### config.mk
export PLATFORM = sky130hd
export DESIGN_NAME = id_ex_stage
export DESIGN_NICKNAME = d
export VERILOG_FILES = /design/src/rtl/id_ex_stage.sv
export SDC_FILE = /design/constraint.sdc
export NUM_CORES = 1
export LEC_CHECK = 0
export ABC_AREA = 1
export CAP_MARGIN = 20
export CORE_MARGIN = 10
export CORE_UTILIZATION = 29
export DETAILED_ROUTE_END_ITERATION = 7
export PLACE_DENSITY = 0.69
export SKIP_CTS_REPAIR_TIMING = 1
export SLEW_MARGIN = 10
export SYNTH_ARGS = -nofsm -noshare
export SYNTH_HDL_FRONTEND = slang
export SYNTH_SLANG_ARGS = --single-unit
export TNS_END_PERCENT = 1
### constraint.sdc
create_clock -name clk_i -period 1.7 [get_ports clk_i]
set_input_delay 0.34 -clock clk_i [delete_from_list [all_inputs] [get_ports clk_i]]
set_output_delay 0.34 -clock clk_i [all_outputs]
set_load 0.02 [all_outputs]
### src/rtl/id_ex_stage.sv
// ID/EX pipeline register with load-use hazard detection and operand selection.
// Define ID_EX_FORWARD_EN to build in EX/MEM and MEM/WB forwarding; without it the stage stalls on RAW hazards.
package id_ex_pkg;
   typedef enum logic [3:0] {
      ALU_ADD  = 4'd0,
      ALU_SUB  = 4'd1,
      ALU_AND  = 4'd2,
      ALU_OR   = 4'd3,
      ALU_XOR  = 4'd4,
      ALU_SLL  = 4'd5,
      ALU_SRL  = 4'd6,
      ALU_SRA  = 4'd7,
      ALU_SLT  = 4'd8,
      ALU_SLTU = 4'd9
   } alu_op_t;
endpackage

module id_ex_stage
   import id_ex_pkg::*;
(
   input  logic        clk_i,
   input  logic        rst_i,
   input  logic        id_valid_i,
   input  logic [31:0] id_pc_i,
   input  logic [31:0] id_imm_i,
   input  logic [31:0] id_rs1_data_i,
   input  logic [31:0] id_rs2_data_i,
   input  logic [4:0]  id_rs1_addr_i,
   input  logic [4:0]  id_rs2_addr_i,
   input  logic [4:0]  id_rd_addr_i,
   input  alu_op_t     id_alu_op_i,
   input  logic        id_src1_pc_i,
   input  logic        id_src2_imm_i,
   input  logic        id_reg_write_i,
   input  logic        id_mem_read_i,
   input  logic        id_mem_write_i,
   input  logic        flush_i,
   input  logic [4:0]  exmem_rd_addr_i,
   input  logic        exmem_reg_write_i,
   input  logic        exmem_mem_read_i,
   input  logic [31:0] exmem_result_i,
   input  logic [4:0]  memwb_rd_addr_i,
   input  logic        memwb_reg_write_i,
   input  logic [31:0] memwb_result_i,
   output logic        stall_o,
   output logic        ex_valid_o,
   output logic        ex_reg_write_o,
   output logic        ex_mem_read_o,
   output logic        ex_mem_write_o,
   output logic [4:0]  ex_rd_addr_o,
   output logic [31:0] ex_pc_o,
   output alu_op_t     ex_alu_op_o,
   output logic [31:0] ex_data1_o,
   output logic [31:0] ex_data2_o,
   output logic [31:0] ex_store_data_o
);

   logic        valid_q, reg_write_q, mem_read_q, mem_write_q;
   logic        src1_pc_q, src2_imm_q;
   logic [4:0]  rs1_addr_q, rs2_addr_q, rd_addr_q;
   logic [31:0] pc_q, imm_q, rs1_data_q, rs2_data_q;
   alu_op_t     alu_op_q;

   logic        load_use, raw_stall, hazard, load_bubble;
   logic [31:0] rs1_fwd, rs2_fwd;

   // rd != 0 keeps x0 from ever stalling the pipe
   assign load_use = valid_q & mem_read_q & (rd_addr_q != 5'd0) & id_valid_i &
                     ((rd_addr_q == id_rs1_addr_i) | (rd_addr_q == id_rs2_addr_i));

`ifdef ID_EX_FORWARD_EN
   assign raw_stall = 1'b0;

   always_comb begin
      rs1_fwd = rs1_data_q;
      if (exmem_reg_write_i && !exmem_mem_read_i && (exmem_rd_addr_i != 5'd0) &&
          (exmem_rd_addr_i == rs1_addr_q))
         rs1_fwd = exmem_result_i;
      else if (memwb_reg_write_i && (memwb_rd_addr_i != 5'd0) && (memwb_rd_addr_i == rs1_addr_q))
         rs1_fwd = memwb_result_i;

      rs2_fwd = rs2_data_q;
      if (exmem_reg_write_i && !exmem_mem_read_i && (exmem_rd_addr_i != 5'd0) &&
          (exmem_rd_addr_i == rs2_addr_q))
         rs2_fwd = exmem_result_i;
      else if (memwb_reg_write_i && (memwb_rd_addr_i != 5'd0) && (memwb_rd_addr_i == rs2_addr_q))
         rs2_fwd = memwb_result_i;
   end
`else
   logic raw_rs1, raw_rs2;
   logic unused_fwd;

   // regfile writes before it reads, so only EX and EX/MEM producers need a wait
   assign raw_rs1 = (id_rs1_addr_i != 5'd0) &
                    ((reg_write_q & (rd_addr_q == id_rs1_addr_i)) |
                     (exmem_reg_write_i & (exmem_rd_addr_i == id_rs1_addr_i)));
   assign raw_rs2 = (id_rs2_addr_i != 5'd0) &
                    ((reg_write_q & (rd_addr_q == id_rs2_addr_i)) |
                     (exmem_reg_write_i & (exmem_rd_addr_i == id_rs2_addr_i)));
   assign raw_stall = id_valid_i & (raw_rs1 | raw_rs2);

   assign rs1_fwd = rs1_data_q;
   assign rs2_fwd = rs2_data_q;

   assign unused_fwd = ^{exmem_mem_read_i, exmem_result_i, memwb_rd_addr_i,
                         memwb_reg_write_i, memwb_result_i, rs1_addr_q, rs2_addr_q};
`endif

   assign hazard      = load_use | raw_stall;
   assign load_bubble = flush_i | hazard | ~id_valid_i;
   assign stall_o     = hazard & ~flush_i & ~rst_i;

   always_ff @(posedge clk_i) begin
      if (rst_i || load_bubble) begin
         valid_q     <= 1'b0;
         reg_write_q <= 1'b0;
         mem_read_q  <= 1'b0;
         mem_write_q <= 1'b0;
         src1_pc_q   <= 1'b0;
         src2_imm_q  <= 1'b0;
         rs1_addr_q  <= 5'd0;
         rs2_addr_q  <= 5'd0;
         rd_addr_q   <= 5'd0;
         pc_q        <= 32'd0;
         imm_q       <= 32'd0;
         rs1_data_q  <= 32'd0;
         rs2_data_q  <= 32'd0;
         alu_op_q    <= ALU_ADD;
      end else begin
         valid_q     <= 1'b1;
         reg_write_q <= id_reg_write_i;
         mem_read_q  <= id_mem_read_i;
         mem_write_q <= id_mem_write_i;
         src1_pc_q   <= id_src1_pc_i;
         src2_imm_q  <= id_src2_imm_i;
         rs1_addr_q  <= id_rs1_addr_i;
         rs2_addr_q  <= id_rs2_addr_i;
         rd_addr_q   <= id_rd_addr_i;
         pc_q        <= id_pc_i;
         imm_q       <= id_imm_i;
         rs1_data_q  <= id_rs1_data_i;
         rs2_data_q  <= id_rs2_data_i;
         alu_op_q    <= id_alu_op_i;
      end
   end

   assign ex_valid_o      = valid_q;
   assign ex_reg_write_o  = reg_write_q;
   assign ex_mem_read_o   = mem_read_q;
   assign ex_mem_write_o  = mem_write_q;
   assign ex_rd_addr_o    = rd_addr_q;
   assign ex_pc_o         = pc_q;
   assign ex_alu_op_o     = alu_op_q;
   assign ex_data1_o      = src1_pc_q  ? pc_q  : rs1_fwd;
   assign ex_data2_o      = src2_imm_q ? imm_q : rs2_fwd;
   assign ex_store_data_o = rs2_fwd;

endmodule

== After elaboration in Yosys (flattened, before gate mapping) ==
Index checks and enable logic that the tools add are counted.
Storage, ports and cells
  register bits: 143
Operators by class
  muxes and demuxes: 3
  equal/unequal tests: 4
  reductions and logical operators: 4
  bitwise gates (word level): 23
Operator list (count)
  $mux 32: 2
  $eq 5x5->1: 4
  $reduce_bool 5->1: 3
  $and 1x1->1: 13
  $or 1x1->1: 7
  $not 1->1: 3
  $logic_or 1x1->1: 1
  $mux 1: 1

== Longest topological paths before layout ==
  depth after elaboration: 11
  mapped depth: 11
  mapped depth without buffers: 10

== Least setup slack after synthesis ==
OpenSTA, ideal clock, no wires.
  path kind: flip-flop to output port
  from: register rd_addr_q[2], in the netlist ex_rd_addr_o[2]
  to: output stall_o
  data required time: 1.360 ns
  slack: 0.062 ns
  buffers on the path: 0
  stages on the path, launching flop included: 11
  arrival: 1.298 ns
  cell sequence: dfxtp_1 > inv_1 > nand2_1 > nand2_1 > nor2_1 > nand4_1 > nand2_1 > nand2_1 > nand3_1 > nand2_1 > inv_1
On the way
  cells in the longest elaborated chain, start to end: 9
  elaborated cells between the ends (all ways): 18
  those cells by class: eq/ne (2); bitwise (15); reduce/logical (1)
Ends and longest elaborated chain
  start: declaration: line 60  | logic [4:0] rs1_addr_q, rs2_addr_q, rd_addr_q;
  start signal: assignment: line 138  | rd_addr_q <= id_rd_addr_i;
  $eq 5x5->1 (on tied branches): line 69, 95, 98
  $and 1x1->1 (on tied branches): line 95, 98
  $or 1x1->1 (on tied branches): line 95, 98
  $and 1x1->1 (on tied branches): line 94, 97
  $or 1x1->1: line 100  | assign raw_stall = id_valid_i & (raw_rs1 | raw_rs2);
  $and 1x1->1: line 100
  $or 1x1->1 (*): line 109  | assign hazard = load_use | raw_stall;
  $and 1x1->1 (*) (2 in a row): line 111  | assign stall_o = hazard & ~flush_i & ~rst_i;
  end: declaration: line 45  | output logic stall_o,
Every way passes the cells marked *; elsewhere a longest branch is shown, timed or not.

== Worst setup path after layout ==
  from: register rd_addr_q[0], in the netlist ex_rd_addr_o[0]
  to: output stall_o
Same word-level chain as after synthesis.

==> results.md <==
* Crit-path leading delay family: simple AND/OR/NAND/NOR gates
* Share of the core filled with cells in the final layout at 53.9%
* Post-DP HPWL at 14600 um
* Antenna violations before repair at 0
* Final critical-path share of the clock period at 116%
* Final worst path period need at 1.97 ns
* Fin Clk Skew at 0.00723 ns
* Total I/O pin count at 375
* Power, Total at 8.33 mW
* Die height at 154 um
* Switching power at 1.88 mW
* Slowest stage cell on the critical path: sky130_fd_sc_hd__dfxtp_4
* Number of buffers inserted during clock tree synthesis at 17
* Violations in the final reports: negative setup slack
* Slew at the pin closest to its max-slew limit at 0.346 ns
* Count of cells along the worst register-to-register path at 10
* Storage element area at 0.00288 sq mm
* Effective utilization at floorplan at 29.3%
* FF-to-FF Start: ex_rd_addr_o[0]
* Die ar. at 0.0238 sq mm
* Max_slew headroom at 76.7%
* Count of buffers inserted at the top-level ports at 303
* Hold EP: ex_store_data_o[23]
* Via count of the first global-routing pass at 4969
* Leakage Power at 6.14 nW
* Share of power burned in combinational logic at 12.9%
* Post-layout nets at 1186
* Max-cap violation count at 0
* Final Max Tran Viols at 0
* Post-synthesis register bit count at 143
* Most used cell along the critical path: sky130_fd_sc_hd__nand2_1
* Die X at 154 um
* Post-synthesis sequential area ratio at 54.7%
* Number of filler instances in the final layout at 1681
* Commonest non-fill, non-tap cells in the layout: sky130_fd_sc_hd__inv_1 (156), sky130_fd_sc_hd__nor2_1 (151), sky130_fd_sc_hd__clkdlybuf4s50_1 (146), sky130_fd_sc_hd__dfxtp_1 (136), sky130_fd_sc_hd__dlymetal6s2s_1 (90)
* Number of clock sinks at 143
* Switching part of the total at 22.6%
* Count of mapped cells out of synthesis at 605
* Clock root buffer: sky130_fd_sc_hd__clkbuf_16
* Maximum number of pins on one net before global-route repair at 26
* Initial detailed-routing violation count at 112
* Reg2reg setup slack at 0.04 ns
* Power share of the sequential group at 41.8%
* Power per unit of standard cell area at 866 mW/mm^2
* Warnings from Yosys at 0
* Min setup slack post-route at -0.270 ns
* Peak supply drop at 723 uV
* Number of remaining DRC errors at 0
* Setup TNS at -6.24 ns
* Worst setup EP type: primary output
* Top achievable clock speed at 0.508 GHz
* Vias per cell at 4.07
* Core Box Area at 0.0178 sq mm
* Clock latency at the later pin of the worst-skew pair at 0.41 ns
* Proportion of power drawn by the clock network at 45.3%
* Commonest non-fill, non-tap cell in the layout: sky130_fd_sc_hd__inv_1
* TritonCTS clock tree: yes
* Post-Syn Area at 0.00523 sq mm
* Run status: finished with violations
* Post-synth cell types at 19
* Number of detailed-routing iterations run before antenna repair at 4
* Non-Filler Instances at 1192
* Placement row count at 49
* Hold Fails Final Rpt at 0
* Weighted congestion reported at the end of routability-driven placement at 0.840
* Grt total ovfl at 0
* Hold path startpoint: id_rs2_data_i[23]
* Diode insertion count for antenna repair at 0
* Class of the most critical hold timing path: in2reg
* Worst Hold Path Cells at 3
* Critical R2R Capture: ex_pc_o[28]
* Total area of multi-input combinational cells at 0.00166 sq mm
* Startpoint kind of the worst setup timing path: register
* H-tree lvl count at 4
* Placed Instances at 1160
* Worst EP arrival at 1.63 ns
* Crit path required time at 1.36 ns
* Cell-by-cell listing of the critical path: xor2_1 -> nor2_1 -> nand4_1 -> nand2_1 -> nand2_1 -> nand3_1 -> nand2_1 -> inv_1 -> buf_6
* Largest fanout of any net on the critical path at 4
* Number of nets in the synthesized netlist at 838
* Worst setup path category: reg2out
* Via count at 4847
* Syn avg cell area at 8.64 sq um
* Setup violation total in the final timing report at 65
* Clock transition at path regs at 0.06 ns
* Buffers plus inverters on the worst setup path at 2
* Cell-internal power at 6.45 mW
* Antenna-violating nets left at 0
* Maximum cell stage delay along the critical path at 0.35 ns
* Layout overhead on the synthesized area at 83.9%
* Total routing resource utilization after global routing at 14.5%
* Final Routed Wirelength at 18200 um
* Fraction of layout instances using a drive strength above 1 at 23.7%
* Clk buf depth at 2
* Unrepaired setup endpoints after global routing: yes
* Detailed-route wire length per cell at 15.3 um
* Global-route wire length before repair at 27300 um
stage by stage:
stage,worst slack [ns],area (sq um),hold WS (ns)
after floorplan,0.0624,5230,0.452
after global placement,-0.869,8890,0.863
after detailed placement,-0.865,8890,0.867
after CTS,-0.878,9480,0.427
after global routing,-0.382,9620,0.436
final,-0.270,9620,0.448
cell families after synthesis:
family	after synthesis	synth area share (%)
and+or+nand+nor	198	15.0
buffers and inverters	186	14.7
DFF	143	54.8
muxes	64	13.8
AOI/OAI and AO/OA	8	0.837
xor gates and xnor gates	6	1.01
flip-flops by register name, indices dropped and copies added (netlist names):
name and cells:
imm_q 32, ex_valid_o 1, rs1_data_q 32, ex_alu_op_o 4
src2_imm_q 1, src1_pc_q 1, ex_store_data_o 32, ex_mem_read_o 1
ex_reg_write_o 1, ex_mem_write_o 1, ex_pc_o 32, ex_rd_addr_o 5
area by class of cell:
type | count | share of cell area (%)
clock buffer | 20 | 4.75
clock inverter | 9 | 1.42
timing repair buffer | 352 | 37.3
multi-input combinational | 276 | 17.2
tap | 229 | 2.98
inverter | 163 | 6.36
sequential | 143 | 30.0
synthesized netlist by cell type:
cell type	instances	area, sq um
sky130_fd_sc_hd__mux2_2	64	721
sky130_fd_sc_hd__clkbuf_1	2	7.51
sky130_fd_sc_hd__nand2_1	28	105
sky130_fd_sc_hd__nand4_1	2	12.5
sky130_fd_sc_hd__xnor2_1	2	17.5
sky130_fd_sc_hd__nor2_1	154	578
sky130_fd_sc_hd__inv_1	158	593
sky130_fd_sc_hd__buf_6	8	90.1
sky130_fd_sc_hd__nand4_4	1	21.3
sky130_fd_sc_hd__buf_2	7	35.0
sky130_fd_sc_hd__o21ai_0	1	5.00
sky130_fd_sc_hd__xor2_1	4	35.0
sky130_fd_sc_hd__o21ai_1	4	20.0
sky130_fd_sc_hd__o22ai_1	3	18.8
sky130_fd_sc_hd__dfxtp_1	143	2860
sky130_fd_sc_hd__nor3_1	4	20.0
sky130_fd_sc_hd__nand3_1	9	45.0
sky130_fd_sc_hd__buf_1	6	22.5
sky130_fd_sc_hd__inv_2	5	18.8
layer usage:
layer  vias to the layer above  wire length (um)  GRT usage [%]
li1                       2453                 -              -
met5                         -                 0              0
met2                       177              9510           25.4
met3                        15              1700           6.68
met1                      2202              6730           15.0
met4                         0               281           4.72
how the worst max path moves through the flow:
stage / startpoint / end / slack [ns] / cells after the start
after detailed placement: id_rs2_addr_i[3] / stall_o / -0.86 / 12
final: ex_rd_addr_o[0] / stall_o / -0.27 / 9
after global placement: id_rs2_addr_i[3] / stall_o / -0.87 / 12
after CTS: id_rs1_addr_i[0] / stall_o / -0.88 / 12
after floorplan: ex_rd_addr_o[2] / stall_o / 0.06 / 10
after global routing: ex_rd_addr_o[3] / stall_o / -0.38 / 11
worst reg2reg max path, delay by kind of cell (launching register included):
| kind | cells | cell delay [ns] |
|---|---|---|
| xor+xnor | 1 | 0.15 |
| simple gates | 6 | 0.60 |
| buf+inv | 3 | 0.46 |
| flops | 1 | 0.35 |
power by group through the flow:
| stage | Combinational (mW) | Sequential, mW | Clock (mW) |
|---|---|---|---|
| after detailed placement | 1.11 | 3.56 | 0 |
| after global placement | 1.10 | 3.56 | 0 |
| after CTS | 1.11 | 3.49 | 3.88 |
| after floorplan | 0.332 | 3.61 | 0 |
| after global routing | 1.16 | 3.49 | 4.01 |
| final | 1.07 | 3.48 | 3.77 |
(Power assumes the default switching activity.)
